### src/rtl/spongent_host_driver.sv
// spongent_host_driver: host-side sequencer feeding message words into the iterative Spongent core.
// Latency: word accepted at edge T -> core_data_ready in cycle T+1 if core idle; digest on m_* one cycle after end_hash.
// Backpressure: s_ready only in WAIT_WORD; digest held on m_* until m_ready; optional SPONGENT_HOST_DRIVER_TIMEOUT_EN watchdog drives err.
module spongent_host_driver #(
  parameter int N              = 256,
  parameter int r              = 16,
  parameter int TIMEOUT_CYCLES = 4096
) (
  input  logic         clk,
  input  logic         rst,
  input  logic [r-1:0] s_data,
  input  logic         s_valid,
  input  logic         s_last,
  output logic         s_ready,
  output logic         core_rst,
  output logic [r-1:0] core_data_input,
  output logic         core_data_ready,
  output logic         core_start_hash,
  input  logic         core_busy,
  input  logic         core_end_hash,
  input  logic [N-1:0] core_digest,
  output logic [N-1:0] m_digest,
  output logic         m_valid,
  input  logic         m_ready,
  output logic [15:0]  word_count,
  output logic         err
);

  typedef enum logic [2:0] {CORE_RST, WAIT_WORD, ISSUE, HOLD, FINAL, DONE} state_t;

  state_t       state_q, state_d;
  logic [r-1:0] data_q, data_d;
  logic         last_q, last_d;
  logic         cdr_q, cdr_d;
  logic         hold_first_q, hold_first_d;
  logic [15:0]  wc_q, wc_d;
  logic [N-1:0] dig_q, dig_d;
  logic         tmo_hit;

  // Reject configurations the core cannot be built with.
  if (TIMEOUT_CYCLES < 1 || (r != 8 && r != 16)) begin : g_bad_cfg
    $error("spongent_host_driver: unsupported parameter set");
  end

`ifdef SPONGENT_HOST_DRIVER_TIMEOUT_EN
  localparam int TW = $clog2(TIMEOUT_CYCLES + 1);
  logic [TW-1:0] tmo_q, tmo_d;
  logic          err_q, err_d;

  assign tmo_hit = (state_q inside {ISSUE, HOLD, FINAL}) && (tmo_q == TW'(TIMEOUT_CYCLES - 1));
  assign err     = err_q;

  // Watchdog: counts cycles spent in one wait state, restarting on every state change.
  always_comb begin
    tmo_d = tmo_q + TW'(1);
    if (state_d != state_q || !(state_q inside {ISSUE, HOLD, FINAL})) tmo_d = '0;
    err_d = err_q | tmo_hit;
  end

  // Watchdog registers; err is sticky until rst.
  always_ff @(posedge clk) begin
    if (rst) begin
      tmo_q <= '0;
      err_q <= 1'b0;
    end else begin
      tmo_q <= tmo_d;
      err_q <= err_d;
    end
  end
`else
  assign tmo_hit = 1'b0;
  assign err     = 1'b0;
`endif

  // Next-state and datapath: one absorb round per word, then finalize and present the digest.
  always_comb begin
    state_d      = state_q;
    data_d       = data_q;
    last_d       = last_q;
    cdr_d        = 1'b0;
    hold_first_d = 1'b0;
    wc_d         = wc_q;
    dig_d        = dig_q;
    unique case (state_q)
      CORE_RST: begin
        wc_d    = '0;
        state_d = WAIT_WORD;
      end
      WAIT_WORD: begin
        if (s_valid) begin
          data_d  = s_data;
          last_d  = s_last;
          // Idle core sampled at acceptance lets the absorb request go out in the very next cycle.
          cdr_d   = ~core_busy;
          state_d = ISSUE;
        end
      end
      ISSUE: begin
        if (cdr_q) begin
          state_d      = HOLD;
          hold_first_d = 1'b1;
        end else begin
          cdr_d = ~core_busy;
        end
      end
      HOLD: begin
        // First HOLD cycle is skipped: the core is still loading its permutation state.
        if (!hold_first_q && !core_busy) begin
          if (wc_q != 16'hFFFF) wc_d = wc_q + 16'd1;
          state_d = last_q ? FINAL : WAIT_WORD;
        end
      end
      FINAL: begin
        if (!core_busy && core_end_hash) begin
          dig_d   = core_digest;
          state_d = DONE;
        end
      end
      DONE: begin
        if (m_ready) state_d = CORE_RST;
      end
      default: state_d = CORE_RST;
    endcase
`ifdef SPONGENT_HOST_DRIVER_TIMEOUT_EN
    if (tmo_hit) begin
      state_d = CORE_RST;
      cdr_d   = 1'b0;
    end
`endif
  end

  // State and datapath registers; rst discards any held word or digest.
  always_ff @(posedge clk) begin
    if (rst) begin
      state_q      <= CORE_RST;
      data_q       <= '0;
      last_q       <= 1'b0;
      cdr_q        <= 1'b0;
      hold_first_q <= 1'b0;
      wc_q         <= '0;
      dig_q        <= '0;
    end else begin
      state_q      <= state_d;
      data_q       <= data_d;
      last_q       <= last_d;
      cdr_q        <= cdr_d;
      hold_first_q <= hold_first_d;
      wc_q         <= wc_d;
      dig_q        <= dig_d;
    end
  end

  assign core_rst        = (state_q == CORE_RST);
  assign s_ready         = (state_q == WAIT_WORD);
  assign core_data_ready = cdr_q;
  assign core_start_hash = (state_q == FINAL);
  assign m_valid         = (state_q == DONE);
  assign core_data_input = data_q;
  assign m_digest        = dig_q;
  assign word_count      = wc_q;

endmodule

### config.mk
export PLATFORM = sky130hd
export DESIGN_NAME = spongent_host_driver
export DESIGN_NICKNAME = d
export VERILOG_FILES = /design/src/rtl/spongent_host_driver.sv
export SDC_FILE = /design/constraint.sdc
export NUM_CORES = 1
export LEC_CHECK = 0
export ABC_AREA = 1
export ABC_CLOCK_PERIOD_IN_PS = 2100
export BUFFER_PORTS_ARGS = -buffer_cell sky130_fd_sc_hd__buf_4
export CORE_AREA = 5 5 221 223
export CTS_CLUSTER_SIZE = 30
export DETAILED_ROUTE_END_ITERATION = 8
export DIE_AREA = 0 0 226 228
export MAX_ROUTING_LAYER = met4
export REMOVE_ABC_BUFFERS = 1
export SYNTH_ARGS = -nofsm -noshare
export SYNTH_HDL_FRONTEND = slang
export SYNTH_SLANG_ARGS = --single-unit
### constraint.sdc
create_clock -name clk -period 2.1 [get_ports clk]
set_clock_uncertainty 0.15 [all_clocks]
set_input_delay 0.105 -clock clk [delete_from_list [all_inputs] [get_ports clk]]
set_output_delay 0.105 -clock clk [all_outputs]
set_load 0.01 [all_outputs]
; ---- After elaboration in Yosys (flattened, before gate mapping)
; Index checks and enable logic that the tools add are counted.
[word_totals]
out_inout_bits = 294
word_cells = 47
in_bits = 279
reg_bits = 294
[classes]
add_sub_neg = 1
mux = 14
n_reduce_logical = 11
bitwise = 2
eq_ne = 12
[ops]
columns = operator, count
row1 = 16-bit two-way mux, 2
row2 = 16-bit one-hot mux with 2 select lines, 1
row3 = 3-bit two-way mux, 6
row4 = 3-bit one-hot mux with 6 select lines, 1
row5 = 16-bit by 1-bit adder with 16-bit output (second input constant), 1
row6 = 16-bit != test (second input constant), 1
row7 = 2-bit != test (second input constant), 4
row8 = 3-bit by 2-bit equality test with 1-bit output (second input constant), 2
row9 = 3-bit equality test (second input constant), 2
row10 = 5-bit AND reduction, 1
row11 = 2-bit by 1-bit != test with 1-bit output (second input constant), 2
row12 = 2-bit AND reduction, 2
row13 = 3-bit by 1-bit equality test with 1-bit output (second input constant), 1
row14 = 3-bit zero test, 1
row15 = 1-bit two-way mux, 3
row16 = 3-bit AND reduction, 1
row17 = 1-bit logical AND, 2
row18 = 1-bit zero test, 2
row19 = 1-bit NOT, 2
row20 = 1-bit one-hot mux with 2 select lines, 1
row21 = 2-bit nonzero test, 1
row22 = 2-bit OR reduction, 1

; ---- Logic depth before layout (Yosys ltp)
; Gate-level depths: netlist of run 1.
[depth]
word_depth = 4
depth_mapped = 10
depth_no_buf = 10

; ---- Worst setup path before layout of run 1
; No wires, ideal clock.
[synth_timing]
path_type = reg2reg
start = register wc_q[1] (netlist: word_count[1])
end = register wc_q[10] (netlist: word_count[10])
path_slack_ns = 0.362
setup_time_ns = 0.115
path_stages_with_launch = 10
arrival_time_ns = 1.473
cell_sequence = dfxtp_1 ha_1 nand2_2 nor2_4 nand2_2 o21ai_2 nand2_4 buf_6 a21oi_1 nor2_1
[synth_via]
elab_chain_len = 4
[synth_rtl]
columns = item, line_no
row1 = "start, declared", 36  ; logic [15:0] wc_q, wc_d;
row2 = "start signal, assigned", 148  ; wc_q <= wc_d;
row3 = 16-bit by 1-bit adder with 16-bit output, 109  ; if (wc_q != 16'hFFFF) wc_d = wc_q + 16'd1;
row4 = 16-bit two-way mux, 109
row5 = 16-bit two-way mux, 108  ; if (!hold_first_q && !core_busy) begin
row6 = 16-bit one-hot mux with 2 select lines, 84  ; unique case (state_q)
; Parallel ways exist; a longest one is shown, timed or not. The select of a mux whose other input is x is not followed.
; A chain may end at the register's enable or synchronous reset.

; ---- Worst setup path after layout of run 1
[layout_timing]
start = register state_q[0]
end = register dig_q[154] (netlist: m_digest[154])
[layout_via]
elab_chain_len = 2
[layout_rtl]
columns = item, line_no
row1 = "start, declared", 31  ; state_t state_q, state_d;
row2 = "start signal, assigned", 143  ; state_q <= state_d;
row3 = 3-bit equality test, 84
row4 = 2-bit AND reduction (no source line), n/a
row5 = "end signal, assigned", 149  ; dig_q <= dig_d;
row6 = "end, declared", 37  ; logic [N-1:0] dig_q, dig_d;
; Every way passes these cells.

==> results of run 1 <==
## flip-flops by register name, summed over array words and instances (netlist names)
name and count:
m_digest 256, state_q 3, core_data_input 16, word_count 16, last_q 1, core_data_ready 1, hold_first_q 1
## cell families (layout without fill, tap and decap cells)
kind of cell,Yosys count,count (layout),synth area share
AND/OR/NAND/NOR,706,706,0.2585
other,1,5,0.0003468
flip-flops,294,294,0.5444
adder cells (fa/ha/maj),1,1,0.001157
AO/OA/AOI/OAI,300,300,0.1406
buffers and inverters,128,990,0.05497
## final timing paths
path,startpoint,slack [ns],to,depth (start not counted)
worst min register to register,m_digest[166]$_SDFFE_PP0P_,0.33,m_digest[166]$_SDFFE_PP0P_,2
worst max register to register,state_q[0]$_SDFFE_PP0P_,0.19,m_digest[154]$_SDFFE_PP0P_,7
worst max-delay path,state_q[0]$_SDFFE_PP0P_,0.19,m_digest[154]$_SDFFE_PP0P_,7
worst min-delay path,s_data[14],0.20,core_data_input[14]$_SDFFE_PP0P_,4
## synthesized netlist by cell type, types with 2 or more instances
cell type	number	area (µm²)
nor2_1	579	2173
dfxtp_1	294	5886
o21ai_1	250	1251
nand2_1	70	262.8
buf_2	58	290.3
clkbuf_1	30	112.6
nand3_1	29	145.1
o21ai_0	27	135.1
inv_1	25	93.84
a21oi_1	16	80.08
inv_2	7	26.28
buf_4	5	37.54
nand2_2	5	31.28
nand4_1	5	31.28
nor2_4	4	45.04
nor3_1	4	20.02
buf_6	3	33.78
nor2_2	3	18.77
o21bai_1	3	22.52
nand2_4	2	22.52
nand3_2	2	20.02
o21ai_2	2	17.52
## timing repair
action                                  CTS  global route
resized for setup                         0             4
endpoints found under the hold margin   287             0
hold buffers                            281             0
endpoints found under the setup margin    0            12
setup buffers                             0             0
## final cells by class
cell class	instances	share of cell area
well taps	607	0.03837
inverters	32	0.006701
multi-input cells	1008	0.2201
clock inverters	7	0.004615
repair buffers	902	0.3833
flip-flops and latches	294	0.2975
diodes	4	0.0005057
clock buffers	49	0.04893
## per-layer routing
layer | vias to the layer above | GRT usage | wire length [µm]
met2 | 518 | 0.2822 | 21920
li1 | 6273 | - | -
met3 | 124 | 0.03493 | 3210
met1 | 5725 | 0.1918 | 17760
met4 | 0 | 0.08001 | 2082
met5 | - | - | 0
## stage by stage
stage | power, mW | instance area [µm²] | instances | TNS [ns] | hold slack (ns)
final | 16.47 | 19790 | 2903 | 0 | 0.1992
after global routing | 17.35 | 19790 | 2903 | 0 | 0.1964
after CTS | 16.64 | 19770 | 2899 | 0 | 0.1554
after detailed placement | 10.33 | 15900 | 2562 | 0 | 0.1856
after global placement | 10.26 | 15900 | 2562 | 0 | 0.1788
after floorplan | 8.477 | 10340 | 1334 | -1114.58 | 0.02407
## critical path, delay by kind of cell (launching register included)
family / cells / cell delay [ns]
compound gates: 1 / 0.14
buf+inv: 2 / 0.62
flops: 1 / 0.41
simple gates: 4 / 0.46
## power breakdown
part           internal (mW)  switching (mW)
clock network           3.44            2.33
logic                   2.06            2.18
registers               6.10           0.353
total                   11.6            4.87
==> impl_metrics.json, run 1 <==
{
  "io_buffers": 571,
  "p_leak_nw": 8.683,
  "ys_ff_latch": 294,
  "critPathMaxStageDelay_ns": 0.52,
  "ys_warn_count": 0,
  "die_w_um": 226,
  "drv_slew": 0,
  "synth_edf_count": 0,
  "utilization": 0.4270,
  "final_nets": 2552,
  "grt_max_degree": 86,
  "die_area_um2": 51530,
  "layout_min_cycle_time_ns": 1.910,
  "synth_flop_cell": "dfxtp_1",
  "hold_viol_final": 0,
  "layout-drive-gt1-share": 0.3041,
  "grt_setup_unrepaired": "no",
  "drt_iter0_drc": 672,
  "synth_cells": 1430,
  "die_h_um": 228,
  "hold_class": "primary input to flop",
  "setup_slack_ns": 0.1897,
  "first_global_vias": 12990,
  "ys_async_sr_fraction": 0,
  "detail_route.wl_per_cell_um": 15.49,
  "status": "completed",
  "grt_pass1_wl_mm": 68.81,
  "yosysSeqAreaShare": 0.5444,
  "setup_viol": 0,
  "final_cell_mix": "612 x buf_4, 579 x nor2_1, 292 x dfxtp_1, 281 x dlygate4sd3_1, 250 x o21ai_1",
  "hpwl_mm": 30.97,
  "critPathRequiredTime_ns": 2.40,
  "peakVddDrop_mv": 0.6965,
  "syn_avg_cell_area_um2": 7.561,
  "pwr_density_cell_nw_per_um2": 831.9,
  "worst_pin_slew_ns": 0.6103,
  "area_growth_pct": 83.07,
  "fillers": 4397,
  "netlist_area_um2": 10810,
  "start_util": 0.2332,
  "cts-buffers-inserted": 34,
  "seq_area_um2": 5888,
  "cp.arrival_ns": 2.21,
  "clk_latency_ns": 0.53,
  "clkSinkCount": 294,
  "overflow": 0,
  "start_kind": "flop",
  "num_rows": 79,
  "drv_cap": 0,
  "cts-root-buf": "clkbuf_16",
  "htree_levels": 2,
  "multi_input_area_um2": 4355,
  "track_usage": 0.1684,
  "cp-end-kind": "flop",
  "gp_congestion": 0.8522,
  "cts_buffer_depth": 3,
  "ios": 573,
  "path_cells": "inv_2, nand2_2, nor2_4, nand2_8, buf_4, o21ai_1, nor2_1",
  "cts.clk_slew.worst_paths_ns": 0.06,
  "post-route-period-util": 0.9097,
  "antenna_found_initial": 4,
  "vias_per_cell": 4.354,
  "drt_first_pass_iters": 7,
  "ant_nets": 0,
  "vias": 12640,
  "dp_slack_ns": 0.1571,
  "slew_headroom": 0.5931,
  "path_class": "flop to flop",
  "fmax_mhz": 523.5,
  "core-area_um2": 46360,
  "tritoncts": "built",
  "ys_types": 29,
  "path_max_fanout": 55,
  "cpMaxStageDelayCell": "buf_4",
  "finalWirelength_mm": 44.97,
  "final_common_cell": "buf_4",
  "drc_errors": 0
}
Power figures use the tool's default switching activity.
==> run 2, diff against run 1 <==
--- a/config.mk
+++ b/config.mk
@@ -8,11 +8,15 @@
 export ABC_AREA = 1
 export ABC_CLOCK_PERIOD_IN_PS = 2100
 export BUFFER_PORTS_ARGS = -buffer_cell sky130_fd_sc_hd__buf_4
-export CORE_AREA = 5 5 221 223
+export CELL_PAD_IN_SITES_DETAIL_PLACEMENT = 0
+export CELL_PAD_IN_SITES_GLOBAL_PLACEMENT = 1
+export CORE_AREA = 10 10 216 218
 export CTS_CLUSTER_SIZE = 30
 export DETAILED_ROUTE_END_ITERATION = 8
 export DIE_AREA = 0 0 226 228
+export GPL_TIMING_DRIVEN = 0
 export MAX_ROUTING_LAYER = met4
+export PLACE_DENSITY_LB_ADDON = 0.1
 export REMOVE_ABC_BUFFERS = 1
 export SYNTH_ARGS = -nofsm -noshare
 export SYNTH_HDL_FRONTEND = slang
==> run 2 against run 1 <==
Effect of this change:
- sequential power is essentially flat
- critical path depth is the same
- first-iteration DRC count shrank 3.7%
- combinational power grew 2%
- critical path type unchanged
- sequential share of layout area grew 0.22 points
- routed wire length grew 22%
- core utilization grew 3.5 points
- clock power grew 7.5%
- worst setup slack lost 0.12 ns
- total power grew 3.2%
- count of clock-buffer cells in the layout grew 8
==> impl_metrics.json, run 2 (same netlist as run 1, synthesis figures left out) <==
{
  "layout_min_cycle_time_ns": 2.029,
  "seq_area_um2": 5888,
  "die_w_um": 226,
  "grt_setup_unrepaired": "no",
  "hold_viol_final": 0,
  "first_global_vias": 12500,
  "area_growth_pct": 81.73,
  "detail_route.wl_per_cell_um": 19.46,
  "layout-drive-gt1-share": 0.2973,
  "fmax_mhz": 492.9,
  "cts.clk_slew.worst_paths_ns": 0.06,
  "pwr_density_cell_nw_per_um2": 865.0,
  "slew_headroom": 0.4914,
  "final_cell_mix": "580 x buf_4, 578 x nor2_1, 292 x dfxtp_1, 278 x dlygate4sd3_1, 250 x o21ai_1",
  "htree_levels": 2,
  "fin_tns_setup_ns": 0,
  "track_usage": 0.2102,
  "drv_slew": 0,
  "hold_class": "primary input to flop",
  "overflow": 0,
  "status": "completed",
  "antenna_found_initial": 13,
  "utilization": 0.4622,
  "ios": 573,
  "dpl.cell_count": 2455,
  "die_area_um2": 51530,
  "setup_viol": 0,
  "clk_latency_ns": 0.54,
  "vias_per_cell": 4.350,
  "worst_pin_slew_ns": 0.7600,
  "setup_slack_ns": 0.07120,
  "cts-buffers-inserted": 38,
  "gp_congestion": 0.8058,
  "finalWirelength_mm": 54.95,
  "fillers": 4288,
  "drv_cap": 0,
  "peakVddDrop_mv": 0.6065,
  "p_total_mw": 17.00,
  "dp_slack_ns": -0.5773,
  "grt_pass1_wl_mm": 80.27,
  "vias": 12280,
  "p_leak_nw": 8.605,
  "tritoncts": "built",
  "io_buffers": 571,
  "clkSinkCount": 294,
  "drc_errors": 0,
  "multi_input_area_um2": 4388,
  "num_rows": 76,
  "path_max_fanout": 122,
  "cp-end-kind": "flop",
  "grt_max_degree": 146,
  "ant_nets": 0,
  "die_h_um": 228,
  "start_kind": "flop",
  "critPathRequiredTime_ns": 2.39,
  "drt_first_pass_iters": 5,
  "cts-root-buf": "clkbuf_16",
  "path_class": "flop to flop",
  "core-area_um2": 42510,
  "final_nets": 2523,
  "cp.arrival_ns": 2.32,
  "layout.cells.non_filler": 2823,
  "final_common_cell": "buf_4",
  "start_util": 0.2544,
  "post-route-period-util": 0.9661,
  "drt_iter0_drc": 647,
  "largest_reg_flops": 256,
  "cts_buffer_depth": 3,
  "hpwl_mm": 37.94
}
[run 2: cell types whose count changed in the layout (fill, tap and decap cells not counted), moves of 3 or more]
cell           change
buf_4             -32
dlygate4sd3_1      -3
inv_6              +3
diode_2            +9
clkbuf_16          +6
buf_16             +5
buf_12             -9
[run 2: worst max-delay path, stage by stage, from the launching register on]
cell	delay [ns]
dfxtp_1	0.35
inv_2	0.12
nand2_2	0.10
nor2_4	0.22
nand2_8	0.17
buf_16	0.26
o21ai_0	0.30
nor2_1	0.06
[run 2: timing repair]
item,CTS,global route
gates resized for setup,6,7
hold buffers,278,0
endpoints found under the hold margin,285,0
endpoints found under the setup margin,255,143
gates cloned,6,1
pin swaps,0,3
setup buffers,3,6
[run 2: area by class of cell]
class,instances,share of cell area
flip-flops and latches,294,0.2997
clock inverters,4,0.001146
inverters,32,0.007833
clock buffers,57,0.05833
diodes,13,0.001656
repair buffers,864,0.3719
well taps,546,0.03477
repair inverters,3,0.001337
multi-input cells,1010,0.2233
[run 2: final timing paths]
kind / start / end / slack, ns / depth (start not counted)
max: state_q[0]$_SDFFE_PP0P_ / m_digest[3]$_SDFFE_PP0P_ / 0.07 / 7
min: core_busy / m_digest[17]$_SDFFE_PP0P_ / 0.04 / 5
max reg2reg: state_q[0]$_SDFFE_PP0P_ / m_digest[3]$_SDFFE_PP0P_ / 0.07 / 7
min reg2reg: m_digest[175]$_SDFFE_PP0P_ / m_digest[175]$_SDFFE_PP0P_ / 0.33 / 2
[run 2: layer usage]
layer  wire length (µm)  share of wire  GRT usage  vias to the layer above
met5                  0              0          -                        -
met4               1381          0.025    0.06608                        0
met3               4651          0.085    0.07685                       86
met2              27750           0.50     0.3611                      362
met1              21170           0.39     0.2196                     5586
li1                   -              -          -                     6247
[run 2: power by group]
group / internal (mW) / switching [mW] / total, mW
Combinational: 2.02 / 2.31 / 4.33
Clock: 3.73 / 2.47 / 6.20
Sequential: 6.11 / 0.362 / 6.47
Total: 11.9 / 5.14 / 17.0
[run 2: metrics by stage]
step | area (µm²) | hold slack, ns
global route | 19650 | 0.05551
global placement | 15310 | 0.1792
detailed placement | 15450 | 0.1829
finish | 19650 | 0.04121
CTS | 19540 | 0.1315
floorplan | 10340 | 0.02407
